<file path="config.mk">
export PLATFORM = sky130hd
export DESIGN_NAME = mips_mem_arbiter
export DESIGN_NICKNAME = d
export VERILOG_FILES = /design/src/rtl/mips_mem_pkg.sv /design/src/rtl/mips_rr_picker.sv /design/src/rtl/mips_mem_arbiter.sv
export SDC_FILE = /design/constraint.sdc
export NUM_CORES = 1
export LEC_CHECK = 0
export ABC_AREA = 1
export BUFFER_PORTS_ARGS = -buffer_cell sky130_fd_sc_hd__buf_2
export CORE_MARGIN = 2
export CORE_UTILIZATION = 45
export CTS_CLUSTER_DIAMETER = 200
export DETAILED_ROUTE_END_ITERATION = 12
export GPL_TIMING_DRIVEN = 0
export PLACE_DENSITY = 0.85
export SYNTH_ARGS = -nofsm -noshare
export SYNTH_HDL_FRONTEND = slang
export SYNTH_SLANG_ARGS = --single-unit
export TNS_END_PERCENT = 50
</file>
<file path="constraint.sdc">
create_clock -name clock -period 3.5 [get_ports clock]
set_input_delay 0.7 -clock clock [delete_from_list [all_inputs] [get_ports clock]]
set_output_delay 0.7 -clock clock [all_outputs]
set_load 0.02 [all_outputs]
</file>
<file path="src/rtl/mips_mem_pkg.sv">
// -----------------------------------------------------------------------------
// mips_mem_pkg
// Shared definitions for the mips_data_memory arbiter:
//   ADDR_W / DATA_W : memory word-address and data widths
//   state_e         : arbiter sequencer states (IDLE, ACCESS, DONE)
//   idx_width()     : bits needed to hold a requester index
// -----------------------------------------------------------------------------
`timescale 1ns/1ps
package mips_mem_pkg;

  localparam int ADDR_W = 16;
  localparam int DATA_W = 32;

  typedef enum logic [1:0] {
    ST_IDLE   = 2'd0,
    ST_ACCESS = 2'd1,
    ST_DONE   = 2'd2
  } state_e;

  // A two-port arbiter still needs one index bit, so clamp the minimum at 1.
  function automatic int idx_width(input int n);
    if (n <= 2) begin
      return 1;
    end else begin
      return $clog2(n);
    end
  endfunction

endpackage

</file>
<file path="src/rtl/mips_rr_picker.sv">
// -----------------------------------------------------------------------------
// mips_rr_picker
// Combinational round-robin picker. Searches the unmasked requests starting
// one above the most recent winner and wrapping modulo N_REQ.
// Ports:
//   req_i   : per-port request
//   mask_i  : per-port exclusion (1 = not eligible this cycle)
//   last_i  : index of the most recent winner
//   win_o   : one-hot winner (all zero when nothing is eligible)
//   found_o : a winner exists
// -----------------------------------------------------------------------------
`timescale 1ns/1ps
module mips_rr_picker #(
  parameter int N_REQ = 2
) (
  input  logic [N_REQ-1:0]                           req_i,
  input  logic [N_REQ-1:0]                           mask_i,
  input  logic [mips_mem_pkg::idx_width(N_REQ)-1:0]  last_i,
  output logic [N_REQ-1:0]                           win_o,
  output logic                                       found_o
);
  import mips_mem_pkg::*;

  localparam int IDX_W = idx_width(N_REQ);

  logic [N_REQ-1:0] eff_s;
  logic [IDX_W-1:0] idx_s;
  logic             hit_s;

  // Rotating priority search: the first eligible port after last_i wins.
  always_comb begin
    eff_s   = req_i & ~mask_i;
    win_o   = '0;
    found_o = 1'b0;
    idx_s   = '0;
    hit_s   = 1'b0;
    for (int k = 1; k <= N_REQ; k++) begin
      idx_s        = IDX_W'((int'(last_i) + k) % N_REQ);
      hit_s        = eff_s[idx_s] & ~found_o;
      win_o[idx_s] = win_o[idx_s] | hit_s;
      found_o      = found_o | hit_s;
    end
  end

endmodule

</file>
<file path="src/rtl/mips_mem_arbiter.sv">
// -----------------------------------------------------------------------------
// mips_mem_arbiter
// Round-robin arbiter/sequencer sharing one single-ported mips_data_memory
// between N_REQ requesters. One transaction = IDLE/DONE arbitration, one
// ACCESS cycle driving the memory, one DONE cycle pulsing ack.
// Ports:
//   clock, reset_n         : clock, synchronous active-low reset
//   req/we/lock/addr/wdata : per-port held request, direction, keep-grant
//                            hint, packed address and packed write data
//   gnt, ack               : one-hot owner, one-cycle completion pulse
//   rdata, busy            : read result (held between acks), in-flight flag
//   mem_address, mem_write_data, signal_mem_write, signal_mem_read,
//   mem_read_data          : memory-side connections
// -----------------------------------------------------------------------------
`timescale 1ns/1ps
module mips_mem_arbiter #(
  parameter int N_REQ  = 2,
  parameter int ADDR_W = mips_mem_pkg::ADDR_W,
  parameter int DATA_W = mips_mem_pkg::DATA_W
) (
  input  logic                      clock,
  input  logic                      reset_n,
  input  logic [N_REQ-1:0]          req,
  input  logic [N_REQ-1:0]          we,
  input  logic [N_REQ-1:0]          lock,
  input  logic [N_REQ*ADDR_W-1:0]   addr,
  input  logic [N_REQ*DATA_W-1:0]   wdata,
  output logic [N_REQ-1:0]          gnt,
  output logic [N_REQ-1:0]          ack,
  output logic [DATA_W-1:0]         rdata,
  output logic                      busy,
  output logic [ADDR_W-1:0]         mem_address,
  output logic [DATA_W-1:0]         mem_write_data,
  output logic                      signal_mem_write,
  output logic                      signal_mem_read,
  input  logic [DATA_W-1:0]         mem_read_data
);
  import mips_mem_pkg::*;

  localparam int               IDX_W    = idx_width(N_REQ);
  localparam logic [IDX_W-1:0] LAST_RST = IDX_W'(N_REQ - 1);

  state_e            state_q, state_d;
  logic [IDX_W-1:0]  owner_q, last_q;
  logic [ADDR_W-1:0] addr_q;
  logic [DATA_W-1:0] wdata_q, rdata_q;
  logic              we_q, lock_q, lock_hold_q;
  logic [N_REQ-1:0]  gnt_q, ack_q;

  logic [N_REQ-1:0]  owner_oh_s, pick_mask_s, win_oh_s;
  logic              pick_found_s, lock_grant_s, grant_s;
  logic [IDX_W-1:0]  win_idx_s;
  logic [ADDR_W-1:0] win_addr_s;
  logic [DATA_W-1:0] win_wdata_s;
  logic              win_we_s, win_lock_s;

  mips_rr_picker #(.N_REQ(N_REQ)) u_picker (
    .req_i   (req),
    .mask_i  (pick_mask_s),
    .last_i  (last_q),
    .win_o   (win_oh_s),
    .found_o (pick_found_s)
  );

  // Decode the registered owner index to one-hot.
  always_comb begin
    owner_oh_s = '0;
    for (int i = 0; i < N_REQ; i++) begin
      owner_oh_s[i] = (owner_q == IDX_W'(i));
    end
  end

  // Eligibility mask: a lock holder gets the first IDLE cycle to itself,
  // an unlocked owner is masked in DONE, and a locked owner's DONE grants
  // nobody so its follow-up request is not overtaken.
  always_comb begin
    pick_mask_s  = {N_REQ{1'b1}};
    lock_grant_s = 1'b0;
    case (state_q)
      ST_IDLE: begin
        if (lock_hold_q && (|(req & owner_oh_s))) begin
          pick_mask_s  = ~owner_oh_s;
          lock_grant_s = 1'b1;
        end else begin
          pick_mask_s  = '0;
          lock_grant_s = 1'b0;
        end
      end
      ST_DONE: begin
        if (lock_q) begin
          pick_mask_s = {N_REQ{1'b1}};
        end else begin
          pick_mask_s = owner_oh_s;
        end
      end
      ST_ACCESS: pick_mask_s = {N_REQ{1'b1}};
      default:   pick_mask_s = {N_REQ{1'b1}};
    endcase
  end

  assign grant_s = pick_found_s & ((state_q == ST_IDLE) | (state_q == ST_DONE));

  // Select the winning port's address, data, direction and lock hint.
  always_comb begin
    win_idx_s   = '0;
    win_addr_s  = '0;
    win_wdata_s = '0;
    win_we_s    = 1'b0;
    win_lock_s  = 1'b0;
    for (int i = 0; i < N_REQ; i++) begin
      win_idx_s   = win_idx_s   | ({IDX_W{win_oh_s[i]}}  & IDX_W'(i));
      win_addr_s  = win_addr_s  | ({ADDR_W{win_oh_s[i]}} & addr[i*ADDR_W +: ADDR_W]);
      win_wdata_s = win_wdata_s | ({DATA_W{win_oh_s[i]}} & wdata[i*DATA_W +: DATA_W]);
      win_we_s    = win_we_s    | (win_oh_s[i] & we[i]);
      win_lock_s  = win_lock_s  | (win_oh_s[i] & lock[i]);
    end
  end

  // FSM state register.
  always_ff @(posedge clock) begin
    if (!reset_n) begin
      state_q <= ST_IDLE;
    end else begin
      state_q <= state_d;
    end
  end

  // FSM next-state logic.
  always_comb begin
    state_d = state_q;
    case (state_q)
      ST_IDLE: begin
        if (pick_found_s) begin
          state_d = ST_ACCESS;
        end else begin
          state_d = ST_IDLE;
        end
      end
      ST_ACCESS: state_d = ST_DONE;
      ST_DONE: begin
        if (pick_found_s) begin
          state_d = ST_ACCESS;
        end else begin
          state_d = ST_IDLE;
        end
      end
      default: state_d = ST_IDLE;
    endcase
  end

  // FSM outputs: strobes only in ACCESS, and gated by reset_n so an edge
  // with reset asserted can never write the memory.
  always_comb begin
    signal_mem_write = 1'b0;
    signal_mem_read  = 1'b0;
    busy             = 1'b0;
    if (reset_n && (state_q == ST_ACCESS)) begin
      signal_mem_write = we_q;
      signal_mem_read  = ~we_q;
    end else begin
      signal_mem_write = 1'b0;
      signal_mem_read  = 1'b0;
    end
    case (state_q)
      ST_ACCESS: busy = 1'b1;
      ST_DONE:   busy = 1'b1;
      ST_IDLE:   busy = 1'b0;
      default:   busy = 1'b0;
    endcase
  end

  // Transaction registers: capture the winner on grant, retire at the end
  // of ACCESS (ack pulse and read-data capture), track the lock hand-off.
  always_ff @(posedge clock) begin
    if (!reset_n) begin
      owner_q     <= '0;
      last_q      <= LAST_RST;
      addr_q      <= '0;
      wdata_q     <= '0;
      we_q        <= 1'b0;
      lock_q      <= 1'b0;
      lock_hold_q <= 1'b0;
      gnt_q       <= '0;
      ack_q       <= '0;
      rdata_q     <= '0;
    end else begin
      ack_q <= '0;
      if (grant_s) begin
        owner_q <= win_idx_s;
        addr_q  <= win_addr_s;
        wdata_q <= win_wdata_s;
        we_q    <= win_we_s;
        lock_q  <= win_lock_s;
        gnt_q   <= win_oh_s;
        // A locked re-grant keeps the round-robin position untouched.
        if (!lock_grant_s) begin
          last_q <= win_idx_s;
        end else begin
          last_q <= last_q;
        end
      end else if (state_q != ST_ACCESS) begin
        gnt_q <= '0;
      end else begin
        gnt_q <= gnt_q;
      end
      if (state_q == ST_ACCESS) begin
        ack_q <= owner_oh_s;
        if (!we_q) begin
          rdata_q <= mem_read_data;
        end else begin
          rdata_q <= rdata_q;
        end
      end else begin
        ack_q <= '0;
      end
      // The lock survives exactly one IDLE cycle after a locked DONE.
      if (state_q == ST_DONE) begin
        lock_hold_q <= lock_q & ~grant_s;
      end else if (state_q == ST_IDLE) begin
        lock_hold_q <= 1'b0;
      end else begin
        lock_hold_q <= lock_hold_q;
      end
    end
  end

  assign gnt            = gnt_q;
  assign ack            = ack_q;
  assign rdata          = rdata_q;
  assign mem_address    = addr_q;
  assign mem_write_data = wdata_q;

endmodule
</file>
==> impl_metrics.tcl <==
set metrics [dict create \
    synth_adder_area_share_pct 1.19 \
    critical_path_peak_fanout 10 \
    synthTopCellsByArea "dfxtp_1, nand3_1, nor2_1" \
    first_pass_iters 4 \
    synth_mux_area_share_pct 0 \
    nFillCells 885 \
    slew_viol_final 0 \
    grt_util_all_layers_pct 23.4 \
    multi_input_area_sq_um 1870 \
    drc_errors 0 \
    critical_path_class "in2out" \
    antenna_left 0 \
    cap_violations 0 \
    period_needed_ps 2620 \
    finish.utilization_pct 61.3 \
    crit_path_top_delay_cell "clkbuf_1" \
    via_count 4705 \
    status "finished, final reports clean" \
    die_h_um 101 \
    nets 969 \
    ios 223 \
    wirelength_um 12300 \
    crit_top_cell "clkbuf_1" \
    vias_per_cell 4.98 \
    critPathLaunchType "primary input" \
    hold_class "reg2reg" \
    syn_area_per_cell_sq_um 7.02 \
    grt_pass1_vias 4272 \
    cts_setup_buffers 0 \
    setup_viol 0 \
    fin_skew_ps 12.9 \
    die_w_um 101 \
    cp-end-kind "output pin" \
    yosys.area_share.simple_pct 38.1 \
    cp_data_arrival_time_ps 1920 \
    path_cells "clkbuf_1 -> clkbuf_1 -> nand2_1 -> nor2_1 -> buf_2" \
    core-area_sq_um 9150 \
    timing.fmax_mhz 381 \
    yosys_register_bits 91 \
    cts_tree "done" \
    drt_first_iter_violations 207 \
    synth_compound_area_share_pct 5.22 \
    cts_buffers 9 \
    layout-drive-gt1-share_pct 32.7 \
    path_clk_slew_ps 90 \
    critPathMaxStageDelay_ps 420 \
    power_density_nw_per_um2 489 \
    max-clock-path-buffers 2 \
    cts_sinks 91 \
    synth-xor-area-share_pct 0 \
    hold_buffers 0 \
    cp.required_ps 2800 \
    netlist_instances 597 \
    avgRoutedWirePerCell_um 13.0 \
    syn_nets 737 \
    antenna_cells 0 \
    grt_start_max_net_pins 17 \
    power_mw 2.74 \
    synth_top_family_by_area "simple AND/OR/NAND/NOR gates" \
    globalplace.congestion 0.820 \
    synth_area_sq_um 4190 \
    fin_hold_ws_ps 482 \
    fin_area_sq_um 5610 \
    yosys.area.top_type_share_pct 43.5 \
    grt_first_pass_wirelength_um 19100 \
    yosysSeqAreaShare_pct 43.5 \
    yosysWarnings 0 \
    timing.setup.tns_ps 0 \
    die_area_sq_um 10100 \
    relSlewSlack_pct 69.1 \
    final-seq-area_sq_um 1820 \
    clockRootBuffer "clkbuf_8" \
    antenna_found_initial 0 \
    clk_latency_ps 350 \
    p_leak_nw 3.18 \
    cts.repair.resized 0 \
    worst-path-buf-inv 3 \
    port_buffers 221 \
    yosysTopAreaCell "dfxtp_1" \
    synth_cell_types 22 \
    syn2layout_area_growth_pct 33.9 \
    ir_worst_vdd_uv 261 \
    min_period_over_period_pct 74.9 \
    rsz0062_at_grt "false" \
    dpl.hpwl_um 9380 \
    overflow 0 \
    place_area_sq_um 5440 \
    worst_pin_slew_ps 463 \
    fp-row-count 35 \
    start_util_pct 45.8 \
    cp_top_family "buffers and inverters" \
    ctsHtreeMaxLevel 3 \
    finalHoldViolations 0 \
]
[layer usage]
metal	vias to the layer above	wire length, um	track usage, %
li1	2420	-	-
met1	2067	5060	27.6
met2	199	5880	40.7
met3	19	1080	6.31
met4	0	276	8.54
met5	-	0	0
[metrics by stage]
step	instances	setup WS, ps
2_1_floorplan	597	1250
3_3_place_gp	929	862
3_5_place_dp	929	835
4_1_cts	945	821
5_1_grt	945	640
6_report	945	877
[kinds of logic (layout without fill, tap and decap cells)]
family,after synthesis,count (layout)
AO/OA/AOI/OAI,43,43
adder cells (fa/ha/maj),4,4
buffers and inverters,112,349
flip-flops,91,91
AND/OR/NAND/NOR,347,347
[worst paths after layout]
check / from / depth (start not counted) / slack [ps] / endpoint
setup / recovery: reset_n / 5 / 880 / signal_mem_write
setup reg to reg: state_q[0] / 10 / 1560 / mem_write_data[10]
hold reg to reg: rdata[1] / 2 / 480 / rdata[1]
hold / removal: rdata[1] / 2 / 480 / rdata[1]
[flip-flops by register name (all words and copies together), names as in the netlist, 2 cells and up]
| register | cells |
|---|---|
| rdata | 32 |
| state_q | 2 |
| mem_address | 16 |
| ack | 2 |
| gnt | 2 |
| mem_write_data | 32 |
[layout by cell type, fill, tap and decap left out]
cell        instances
o21ai_0            36
nand2_1            62
clkbuf_8            9
ha_1                4
nand4_1             2
o2111ai_1           1
nor2_1             74
clkbuf_1           13
nor2_2              1
buf_1               3
inv_4               1
inv_2               1
nand3_1           205
clkinvlp_4          2
inv_1              64
clkinv_2            2
buf_6               5
nand4_2             1
nand3_4             1
buf_2             241
buf_4               5
clkinv_4            1
o21ai_1             1
inv_6               2
dfxtp_1            91
nor2_4              1
a21oi_1             5
[worst min-delay path: stages, from the launching register on]
cell and delay [ps]:
dfxtp_1 330, nor2_1 40, nor2_1 80
[synth_stat cells]
cell type,instances
a21oi_1,5
nor2_4,1
nand4_1,2
inv_4,1
o21ai_0,36
o2111ai_1,1
o21ai_1,1
dfxtp_1,91
nand4_2,1
buf_1,3
nand3_4,1
nor2_2,1
nor2_1,74
inv_1,64
buf_2,20
buf_6,5
nand3_1,205
ha_1,4
buf_4,5
clkbuf_1,13
nand2_1,62
inv_2,1
[where the power goes]
part | internal, mW | switching (mW)
sequential | 1.16 | 0.0656
clock | 0.262 | 0.379
combinational | 0.326 | 0.554
total | 1.75 | 0.998
[layout make-up]
type / count / area share, %
multi-input cells: 394 / 33.2
flip-flops and latches: 91 / 32.5
repair buffers: 221 / 19.7
plain buffers: 46 / 4.53
inverters: 66 / 4.46
well taps: 111 / 2.47
clock buffers: 9 / 2.21
clock inverters: 7 / 0.914
Power figures use the tool's default switching activity.
